`config.mk`:
```
export PLATFORM = sky130hd
export DESIGN_NAME = spi_txn_scheduler
export DESIGN_NICKNAME = d
export VERILOG_FILES = /design/src/rtl/spi_sched_pkg.sv /design/src/rtl/spi_rr_arbiter.sv /design/src/rtl/spi_txn_scheduler.sv
export SDC_FILE = /design/constraint.sdc
export NUM_CORES = 1
export LEC_CHECK = 0
export CAP_MARGIN = 10
export CORE_ASPECT_RATIO = 0.75
export CORE_MARGIN = 3
export CORE_UTILIZATION = 42
export DETAILED_ROUTE_END_ITERATION = 7
export PLACE_DENSITY = 0.78
export SETUP_SLACK_MARGIN = 0.5
export SKIP_CTS_REPAIR_TIMING = 1
export SLEW_MARGIN = 10
export SYNTH_ARGS = -nofsm -noshare
export SYNTH_HDL_FRONTEND = slang
export SYNTH_HIERARCHICAL = 1
export SYNTH_SLANG_ARGS = --single-unit
```
`constraint.sdc`:
```
create_clock -name clk -period 2.2 [get_ports clk]
set_input_delay 0.33 -clock clk [delete_from_list [all_inputs] [get_ports clk]]
set_output_delay 0.33 -clock clk [all_outputs]
set_load 0.005 [all_outputs]
```
`src/rtl/spi_sched_pkg.sv`:
```
// spi_sched_pkg: shared state encoding and width helpers for the SPI transaction scheduler.
package spi_sched_pkg;

    typedef enum logic [2:0] {IDLE, GRANT, LAUNCH, WAIT_BUSY, WAIT_DONE, RESP} state_t;

    function automatic int clog2(input int v);
        int r;
        r = 0;
        while ((1 << r) < v) r++;
        return r;
    endfunction

    function automatic int width_of(input int v);
        return (clog2(v) < 1) ? 1 : clog2(v);
    endfunction

    function automatic int sel_w(input int num_slaves);
        return width_of(num_slaves);
    endfunction

endpackage

```
`src/rtl/spi_rr_arbiter.sv`:
```
// spi_rr_arbiter: combinational round-robin pick of the first request at or after ptr.
module spi_rr_arbiter
    import spi_sched_pkg::*;
#(
    parameter int NUM_REQ = 4,
    localparam int IW = width_of(NUM_REQ)
) (
    input  logic [NUM_REQ-1:0] req,
    input  logic [IW-1:0]      ptr,
    input  logic               en,
    output logic [NUM_REQ-1:0] gnt,
    output logic [IW-1:0]      idx
);

    logic [IW-1:0] k;

    // Scan from the farthest offset down so the nearest valid one wins.
    always_comb begin
        idx = '0;
        k = '0;
        for (int i = NUM_REQ - 1; i >= 0; i--) begin
            k = IW'((int'(ptr) + i) % NUM_REQ);
            if (req[k]) idx = k;
        end
        gnt = (en && |req) ? NUM_REQ'(1) << idx : '0;
    end

endmodule

```
`src/rtl/spi_txn_scheduler.sv`:
```
// spi_txn_scheduler: round-robin sharing of one spi_master between NUM_REQ requesters,
// with launch, completion/timeout handling and per-requester response pulses.
module spi_txn_scheduler
    import spi_sched_pkg::*;
#(
    parameter int NUM_REQ        = 4,
    parameter int DATA_WIDTH     = 16,
    parameter int NUM_SLAVES     = 4,
    parameter int TIMEOUT_CYCLES = 1024,
    parameter int GAP_CYCLES     = 2,
    localparam int SEL_W = sel_w(NUM_SLAVES)
) (
    input  logic                          clk,
    input  logic                          rst_n,
    input  logic [NUM_REQ-1:0]            req_valid,
    input  logic [NUM_REQ*DATA_WIDTH-1:0] req_data,
    input  logic [NUM_REQ*SEL_W-1:0]      req_slave,
    output logic [NUM_REQ-1:0]            req_ready,
    output logic [NUM_REQ-1:0]            rsp_valid,
    output logic [DATA_WIDTH-1:0]         rsp_data,
    output logic                          rsp_err,
    output logic                          m_start,
    output logic [DATA_WIDTH-1:0]         m_tx_data,
    output logic [NUM_SLAVES-1:0]         m_ss_sel,
    input  logic                          m_busy,
    input  logic                          m_done,
    input  logic [DATA_WIDTH-1:0]         m_rx_data,
    output logic                          m_abort,
    output logic                          sched_busy
);

    localparam int IW = width_of(NUM_REQ);
    localparam int TW = width_of(TIMEOUT_CYCLES + 1);
    localparam int GW = width_of(GAP_CYCLES + 1);

    state_t                  state;
    logic [IW-1:0]           ptr;
    logic [IW-1:0]           owner;
    logic [IW-1:0]           idx;
    logic [NUM_REQ-1:0]      gnt;
    logic [TW-1:0]           tcnt;
    logic [GW-1:0]           gap;
    logic [DATA_WIDTH-1:0]   word;
    logic [DATA_WIDTH-1:0]   pick_data;
    logic [SEL_W-1:0]        pick_sel;
    logic                    arb_en;

    assign arb_en     = (state == IDLE) && (gap == '0);
    assign sched_busy = (state != IDLE);

    spi_rr_arbiter #(.NUM_REQ(NUM_REQ)) u_arb (
        .req(req_valid),
        .ptr(ptr),
        .en(arb_en),
        .gnt(gnt),
        .idx(idx)
    );

    always_comb begin
        pick_data = '0;
        pick_sel = '0;
        for (int i = 0; i < NUM_REQ; i++) begin
            if (IW'(i) == idx) begin
                pick_data = req_data[i*DATA_WIDTH +: DATA_WIDTH];
                pick_sel = req_slave[i*SEL_W +: SEL_W];
            end
        end
    end

    // An all-zero m_ss_sel after GRANT marks an out-of-range slave index.
    always_ff @(posedge clk or negedge rst_n) begin
        if (!rst_n) begin
            state <= IDLE;
            ptr <= '0;
            owner <= '0;
            tcnt <= '0;
            gap <= '0;
            word <= '0;
            req_ready <= '0;
            rsp_valid <= '0;
            rsp_data <= '0;
            rsp_err <= 1'b0;
            m_start <= 1'b0;
            m_tx_data <= '0;
            m_ss_sel <= '0;
            m_abort <= 1'b0;
        end else begin
            req_ready <= '0;
            rsp_valid <= '0;
            m_start <= 1'b0;
            m_abort <= 1'b0;
            if (gap != '0) gap <= gap - 1'b1;
            case (state)
                IDLE: begin
                    if (|gnt) begin
                        req_ready <= gnt;
                        owner <= idx;
                        word <= pick_data;
                        m_ss_sel <= (int'(pick_sel) < NUM_SLAVES) ? NUM_SLAVES'(1) << pick_sel : '0;
                        ptr <= (int'(idx) == NUM_REQ - 1) ? '0 : idx + 1'b1;
                        state <= GRANT;
                    end
                end
                GRANT: begin
                    if (m_ss_sel == '0) begin
                        rsp_valid <= NUM_REQ'(1) << owner;
                        rsp_data <= '0;
                        rsp_err <= 1'b1;
                        state <= RESP;
                    end else begin
                        m_start <= 1'b1;
                        m_tx_data <= word;
                        state <= LAUNCH;
                    end
                end
                LAUNCH: begin
                    tcnt <= '0;
                    state <= WAIT_BUSY;
                end
                WAIT_BUSY, WAIT_DONE: begin
                    tcnt <= tcnt + 1'b1;
                    if (m_done || tcnt == TW'(TIMEOUT_CYCLES - 1)) begin
                        rsp_valid <= NUM_REQ'(1) << owner;
                        rsp_data <= m_done ? m_rx_data : '0;
                        rsp_err <= !m_done;
                        m_abort <= !m_done;
                        state <= RESP;
                    end else if (state == WAIT_BUSY && m_busy) begin
                        state <= WAIT_DONE;
                    end
                end
                RESP: begin
                    rsp_data <= '0;
                    rsp_err <= 1'b0;
                    m_ss_sel <= '0;
                    m_tx_data <= '0;
                    gap <= GW'(GAP_CYCLES);
                    state <= IDLE;
                end
                default: state <= IDLE;
            endcase
        end
    end

endmodule
```
==> impl_results.md <==
- Status: complete, but fails checks
- Failing checks: negative setup slack
- Simple-Gate Fraction of Synth Area: 0.184
- Worst Skew: 0.00514 ns
- IO Pins: around 140
- CTS Buffer Depth: 2
- Peak supply drop: between 700 and 800 µV
- Hold slack: 0.0209 ns
- Detail Route Antenna Nets: 0
- Share of flip-flops with an asynchronous set or reset: 1.00
- Synth Area in Adders: 0.0175
- CTS Root Cell: clkbuf_16
- Vias per std cell: ~5.7
- Leak: 3.28 nW
- Crit share post-route: 1.03
- Number of CTS-inserted buffers: 9
- Final Hold Fails: 0
- Critical Path RT: 2.43 ns
- Reg clk slew, reported paths: 0.06 ns
- Startpoint types: input pin
- Net Sw Power: approximately 3.9 mW
- Max_slew headroom: 0.491
- EDFF count, synth: 0
- DRT Wirelength: 15500 µm
- CTS sink cnt: 83
- ANT cells: 0
- CP max FO: 8
- Combinational Power Share: 0.579
- DIE HEIGHT: 93.5 µm
- Largest net degree at the start of global routing: 84
- Power Total: 9.75 mW
- Worst-Margin Slew: 0.757 ns
- Final setup viols: 6
- Number of remaining DRC errors: 0
- Final WS setup: -0.0656 ns
- Avg WL per Cell: 19.6 µm
- Crit end category: flip-flop
- Initial antenna violation count: 0
- Placer Congestion: around 0.90
- Avg Inst Size Synth: 9.40 µm²
- Area growth syn-to-layout: 74.9%
- H-Tree Depth: 3
- Synth Area in Compound Gates: 0.237
- Total congestion overflow: 0
- Die area: ~11000 µm²
- Largest family of logic cells by synthesized area: compound AO/OA/AOI/OAI gates
- CTS tree: done
- Crit path DAT: 2.49 ns
- MaxCap Viol Count: 0
- Core area: roughly 9800 µm²
- Sequential Power Share: 0.263
- Primary FF master, synth: dfrtp_1
- DR vias: between 4000 and 5000
- Internal power: 5.87 mW
- Share of layout cells above drive strength 1: 0.339
- Number of global-route vias before repair: approximately 4000
- Critical path type: in -> reg
- Worst hold path class: in -> async
- Chip width: about 120 µm
- Std-Cell Rows: 31
- Cells after Synth: around 460
- Seq/Total Area, Yosys: 0.485
- Max Transition Viols Final: 0
- PD cells: approximately 1300 nW/µm²
- Yosys warns: 6
- F_max: 441 MHz
- Sw Share: 0.398
- Initial Util: 0.437
- IO Port Bufs: 143
- Mux contribution to synthesized area: 0.0123
- Tmin final: 2.27 ns
- Post-Synth XOR/XNOR Area: 0.00613
- First-pass GRT wire length: 19300 µm
- Power share of the clock group: 0.158
- FF+latch count, synth: just over 80
- DR pass1 iterations: 5
- GRT Util Overall: 0.213
- Clock latency on the worst-skew pair: roughly 0.34 ns
- HPWL Detailed: 9040 µm
- 1st-iter DRT viols: 330
- Yosys cell types: 50
- Post-Syn Nets: 558
- RSZ-0062 raised after global routing: true
- Post-Syn Area: 4290 µm²
- Final nets: ~750
sequential cells by signal, indices dropped and copies added (netlist names), 3 cells and up:
signal	count
m_ss_sel	4
m_tx_data	16
req_ready	4
rsp_data	16
rsp_valid	4
state	3
tcnt	11
word	16
metrics by stage:
step	setup WS [ns]	instances	TNS [ns]	util	instance area (µm²)
final	-0.0656	787	-0.168	0.764	7500
after detailed placement	-0.414	736	-8.70	0.633	6210
after CTS	-0.135	752	-0.677	0.663	6510
after floorplan	0.148	456	0	-	4520
after global routing	-0.136	787	-1.40	0.764	7500
after global placement	-0.321	736	-6.62	0.633	6210
routing by layer:
metal	part of all wire	global-route usage
met5	0	0
met4	0.037	0.0718
met3	0.073	0.0508
met2	0.48	0.331
met1	0.41	0.294
cells by family after synthesis:
kind of cell	count (synthesis)
flops	83
buf+inv	60
compound gates	143
xor+xnor	3
simple gates	156
mux	5
fa+ha+maj	6
layout by cell type (no fill, tap or decap), types with 7 or more instances in the layout:
cell | synthesis | final
clkbuf_16 | 0 | 12
nor2_1 | 24 | 11
a211o_1 | 16 | 16
nor2_2 | 1 | 9
a22o_1 | 19 | 19
nand2_2 | 0 | 9
buf_4 | 0 | 40
a21oi_1 | 53 | 22
nand2_1 | 56 | 43
clkdlybuf4s50_1 | 0 | 137
nand3_1 | 19 | 17
buf_12 | 0 | 11
o21ai_1 | 0 | 7
dfrtp_1 | 83 | 80
buf_6 | 2 | 13
a221oi_2 | 0 | 14
nor2b_1 | 18 | 12
inv_1 | 29 | 26
a21oi_2 | 3 | 29
path summary, 6_finish.rpt:
kind	startpoint	to	slack (ns)	cells after the start
hold reg to reg	word[13]	m_tx_data[13]	0.49	2
setup / recovery	req_valid[3]	word[6]	-0.07	10
max in group asynchronous	rst_n	m_ss_sel[3]	1.84	2
setup reg to reg	ptr[1]	word[6]	-0.04	12
min in group clk	word[13]	m_tx_data[13]	0.49	2
hold / removal	rst_n	rsp_data[6]	0.02	2
cells in the mapped netlist (2+ instances only):
master     n  area (µm²)
mux2i_1    3        30.0
nor4_1     2        12.5
xor2_1     2        17.5
a211o_1   16         140
nand3_2    2        20.0
and3_1     3        18.8
nand3_1   19        95.1
a31oi_1    2        12.5
a22oi_1    3        22.5
o31ai_1    7        52.6
nor3_2     2        20.0
a22o_1    19         166
o22ai_2    2        25.0
nor2_1    24        90.1
dfrtp_1   83        2080
ha_1       6        75.1
inv_1     29         109
mux2_2     2        22.5
buf_6      2        22.5
and2_1     8        50.1
o21ai_0   13        65.1
a221oi_1  17         149
a21oi_2    3        26.3
o21a_1     2        15.0
clkbuf_1  18        67.6
nand4_1    2        12.5
nor3b_1    3        22.5
nor3_1     5        25.0
buf_2      9        45.0
nor2b_1   18         113
nand2_1   56         210
a21oi_1   53         265
nand2b_1   4        25.0
worst max-delay path: stages:
cell and delay (ns):
clkdlybuf4s50_1 0.51, o41ai_4 0.43, inv_1 0.15, and3_4 0.22, nor4_4 0.23, buf_4 0.18
nor2_4 0.05, clkbuf_16 0.17, nor2_1 0.15, a21oi_1 0.07
power by group through the flow:
stage               sequential, mW  combinational, mW  clock (mW)
floorplan                     2.42               2.50           0
global placement              2.45               3.93           0
detailed placement            2.48               4.04           0
CTS                           2.45               4.09        1.54
global route                  2.62               6.02        1.61
finish                        2.56               5.64        1.54
cell type report:
cell class              count  area [µm²]
clock buffers               9         225
clock inverters             7        73.8
fillers                   596        2320
inverters                  31         125
multi-input cells         313        2620
flip-flops and latches     83        2080
well taps                 132         165
repair buffers            210        2190
repair inverters            2        15.0
(Power assumes the default switching activity.)
==> edit 1, RTL diff (config.mk and constraints unchanged) <==
The parameter `NUM_SLAVES` goes from 4 to 5.
--- a/src/rtl/spi_txn_scheduler.sv
+++ b/src/rtl/spi_txn_scheduler.sv
@@ -7,3 +7,3 @@
     parameter int DATA_WIDTH     = 16,
-    parameter int NUM_SLAVES     = 4,
+    parameter int NUM_SLAVES     = 5,
     parameter int TIMEOUT_CYCLES = 1024,
Ports: changed (resized m_ss_sel and req_slave); port bits go from 144 to 149. The function was not compared with the original's and may differ.
==> edit 1 against the original RTL <==
The run ends with hold timing, setup timing left; cell area down 5.7%; area after synthesis up 0.67%; critical endpoint is now word[12]; fmax down 6.5%; highest routed layer unchanged; total power down 14%; sequential cell count up 1; wire length down 8.2%; setup slack worse by 0.16 ns; hold slack worse by 0.057 ns; global-route usage up 0.72 points; synthesized cell count down 5.3%; critical path depth unchanged.
==> edit 1: results (changes against the original RTL) <==
INFO  metric run_status = finished, violations left (unchanged)
INFO  metric failed_checks = hold timing, setup timing (was setup timing)
INFO  metric worstPathMaxFanout = 12 (was 8)
INFO  metric max-vdd-ir-drop = 599.9 uV (was 728.7 uV)
INFO  metric layout_setup_ws = -0.2236 ns (was -0.06563 ns)
INFO  metric gp_routability_congestion = 0.8853 (was 0.9037)
INFO  metric grt_pass1_wl = 19890 um (was 19330 um)
INFO  metric r2r_cells = 10 (was 12)
INFO  metric report.final.setup_viol = 25 (was 6)
INFO  metric hpwlAfterDp = 9545 um (was 9038 um)
INFO  metric detailed_place.area = 0.006170 mm2 (was 0.006207 mm2)
INFO  metric synthesized_instance_count = 432 (was 456)
INFO  metric cellInternalPower = 0.005183 W (was 0.005868 W)
INFO  metric chipWidth = 123.0 um (was 122.7 um)
INFO  metric place_inst = 718 (was 736)
INFO  metric fillcell_total = 654 (was 596)
INFO  metric io_buffer_count = 148 (was 143)
INFO  metric powerDensity = 1187 mW/mm2 (was 1300 mW/mm2)
INFO  metric wl_met2 = 6732 um (was 7474 um)
INFO  metric synth_nets = 538 (was 558)
INFO  metric timing.final.hold_violations = 36 (was 0)
INFO  metric final.hold.worst_slack = -0.03593 ns (was 0.02093 ns)
INFO  metric grt_util_overall = 0.2203 (was 0.2132)
INFO  metric regToRegEndpoint = word[12] (was word[6])
INFO  metric use_met2 = 0.3420 (was 0.3310)
INFO  metric cp_data_arrival_time = 2.69 ns (was 2.49 ns)
INFO  metric leakagePower = 3.073 nW (was 3.279 nW)
INFO  metric synth-seq-area-share = 0.4871 (was 0.4845)
INFO  metric pwr-share-seq = 0.282 (was 0.263)
INFO  metric first_iter_violations = 260 (was 330)
INFO  metric cp_top_family = simple AND/OR/NAND/NOR gates (was buffers and inverters)
INFO  metric area_share_clock_buf_inv = 0.03663 (was 0.03989)
INFO  metric num-multi-input-gates = 297 (was 313)
INFO  metric non_clock_buffer_count = 206 (was 210)
INFO  metric finalWirelength = 14190 um (was 15460 um)
INFO  metric number_of_signal_net_inverters_in_the_final_layout = 22 (was 33)
INFO  metric crit_path_top_delay_cell = or4_4 (was clkdlybuf4s50_1)
INFO  metric wirelength_met1 = 6137 um (was 6291 um)
INFO  metric detailedRoute.firstPassIterationCount = 4 (was 5)
INFO  metric multi_input_area_share = 0.3336 (was 0.3493)
INFO  metric wl_met3 = 1095 um (was 1124 um)
INFO  metric layout.area.seq = 0.002107 mm2 (was 0.002081 mm2)
INFO  metric design.final.nets = 726 (was 752)
[edit 1: cell count changes after synthesis, sizes merged, moves of 9 or more]
cell,delta
a21oi,-37
nand2,-15
o311a,+9
a211o,-16
nor2b,+15
o21ai,+14
[edit 1: logic make-up (layout without fill, tap and decap cells)]
kind of cell | count (synthesis) | count (layout) | synth area share
DFF | 84 | 84 | 0.4871
muxes | 10 | 10 | 0.02349
and+or+nand+nor | 142 | 142 | 0.1772
xor gates and xnor gates | 2 | 2 | 0.004060
buffers and inverters | 52 | 243 | 0.05045
AOI/OAI and AO/OA | 136 | 137 | 0.2404
adders and majority gates | 6 | 6 | 0.01740
[edit 1: worst max path at each step]
| stage | end | slack (ns) | depth (start not counted) |
|---|---|---|---|
| final | word[12] | -0.22 | 10 |
| after global routing | word[13] | -0.34 | 9 |
| after CTS | word[14] | -0.29 | 12 |
| after detailed placement | word[14] | -0.64 | 12 |
| after global placement | m_ss_sel[3] | -0.52 | 9 |
| after floorplan | word[0] | -0.03 | 10 |
==> edit 2, RTL diff (same flow settings) <==
Made on the original files. Re-encode `state_t` (6 states) as one-hot, 6 bits wide.
--- a/src/rtl/spi_sched_pkg.sv
+++ b/src/rtl/spi_sched_pkg.sv
@@ -3,3 +3,3 @@
 
-    typedef enum logic [2:0] {IDLE, GRANT, LAUNCH, WAIT_BUSY, WAIT_DONE, RESP} state_t;
+    typedef enum logic [5:0] {IDLE = 6'b000001, GRANT = 6'b000010, LAUNCH = 6'b000100, WAIT_BUSY = 6'b001000, WAIT_DONE = 6'b010000, RESP = 6'b100000} state_t;
 
Function: same outputs for any inputs over 4 cycles, from zero or initial values and one cycle with rst_n low; so few cycles prove little.
==> edit 2 against the original RTL <==
The flow still finishes with violations (setup timing); via count shrank 5.2%; setup slack lost 0.47 ns; clock skew grew 0.0057 ns; cell area shrank 4.7%; area after synthesis grew 1.3%; clock power grew 5%; final cell count shrank 3.3%; synthesized cell count shrank 5.3%; total power shrank 17%; first-iteration DRC count shrank 39%; global-route usage grew 0.059 points; wire length shrank 10%; sequential cell count grew 3; critical path type is now register to register.
==> edit 2: results (changes against the original RTL) <==
INFO  metric pre_cts_ws = -0.7286 ns (was -0.4140 ns)
INFO  metric report.final.setup_viol = 27 (was 6)
INFO  metric layout_setup_ws = -0.5363 ns (was -0.06563 ns)
INFO  metric drive_above_1_share = 0.2321 (was 0.3389)
INFO  metric cp_data_arrival_time = 2.98 ns (was 2.49 ns)
INFO  metric first_iter_violations = 200 (was 330)
INFO  metric p_switching = 0.002786 W (was 0.003879 W)
INFO  metric failed_checks = setup timing (unchanged)
INFO  metric grt_pass1_wl = 19840 um (was 19330 um)
INFO  metric detailed_place.area = 0.006317 mm2 (was 0.006207 mm2)
INFO  metric r2r_cells = 13 (was 12)
INFO  metric leakagePower = 3.144 nW (was 3.279 nW)
INFO  metric critical-path-max-stage-delay = 0.56 ns (was 0.51 ns)
INFO  metric pin_slew_with_the_least_headroom_to_its_limit = 0.5479 ns (was 0.7568 ns)
INFO  metric worstPathMaxFanout = 22 (was 8)
INFO  metric finalWirelength = 13890 um (was 15460 um)
INFO  metric synth_nets = 534 (was 558)
INFO  metric grt_start_max_net_pins = 44 (was 84)
INFO  metric hpwlAfterDp = 9338 um (was 9038 um)
INFO  metric detailedRoute.firstPassIterationCount = 4 (was 5)
INFO  metric top_post_synthesis_cells_by_count = dfrtp_1 (85), inv_1 (45), nand2_1 (27) (was dfrtp_1 (83), nand2_1 (56), a21oi_1 (53))
INFO  metric vias = 4266 (was 4498)
INFO  metric number_of_global_route_vias_before_repair = 4213 (was 4058)
INFO  metric place_inst = 722 (was 736)
INFO  metric grt_util_overall = 0.2137 (was 0.2132)
INFO  metric run_status = finished, violations left (unchanged)
INFO  metric crit_path_top_delay_cell = or4_4 (was clkdlybuf4s50_1)
INFO  metric ys_top_cells_by_area = dfrtp_1 (49%), a22o_1 (4.4%), inv_1 (3.9%), a211o_1 (3.2%), a221oi_1 (3.2%) (was dfrtp_1 (48%), a21oi_1 (6.2%), nand2_1 (4.9%), a22o_1 (3.9%), a221oi_1 (3.5%))
INFO  metric gp_routability_congestion = 0.8395 (was 0.9037)
INFO  metric design.final.nets = 726 (was 752)
## edit 2: layout make-up
type | instances | area [um2]
clock inverters | 7 | 97.59
well taps | 132 | 165.2
inverters | 47 | 176.4
flip-flops and latches | 86 | 2153
multi-input cells | 270 | 2250
fillers | 698 | 2708
repair buffers | 210 | 2077
clock buffers | 9 | 225.2
## edit 2: kinds of logic (layout without fill, tap and decap cells)
kind of cell             Yosys count  after routing  synth area share
XOR/XNOR                           4              4          0.008073
flip-flops                        86             86            0.4961
AND/OR/NAND/NOR                  107            108            0.1364
adder cells (fa/ha/maj)            6              6           0.01730
buffers and inverters             77            273           0.06890
multiplexers                      10             10           0.02421
AO/OA/AOI/OAI                    142            142            0.2491
## edit 2: worst paths after layout
check	from	to	slack, ns
setup / recovery	state[5]	word[6]	-0.54
hold / removal	rst_n	req_ready[2]	0.37
setup reg to reg	state[5]	word[6]	-0.54
hold reg to reg	word[1]	m_tx_data[1]	0.51
max in group asynchronous	rst_n	state[0]	1.16
min in group clk	word[1]	m_tx_data[1]	0.51
## edit 2: layer usage
layer,GRT usage,share of wire,vias to the layer above
met3,0.06020,0.059,30
li1,-,-,1984
met5,0,0,-
met4,0.06267,0.025,0
met1,0.2728,0.41,2094
met2,0.3541,0.51,158
## edit 2: power groups by stage
| stage | Clock, W | Combinational [W] | Sequential [W] |
|---|---|---|---|
| 2_1_floorplan | 0 | 0.00187 | 0.00240 |
| 3_3_place_gp | 0 | 0.00338 | 0.00244 |
| 3_5_place_dp | 0 | 0.00352 | 0.00246 |
| 4_1_cts | 0.00163 | 0.00353 | 0.00245 |
| 5_1_grt | 0.00170 | 0.00432 | 0.00251 |
| 6_report | 0.00162 | 0.00399 | 0.00246 |
## edit 2: through the flow
stage               hold slack (ns)  TNS [ns]  total power [W]
global route                 0.3980    -14.47         0.008527
CTS                         -0.1784    -11.28         0.007608
floorplan                   0.03441    -9.545         0.004276
finish                       0.3699    -12.18         0.008068
global placement             0.1742    -11.97         0.005828
detailed placement           0.1767    -17.01         0.005976
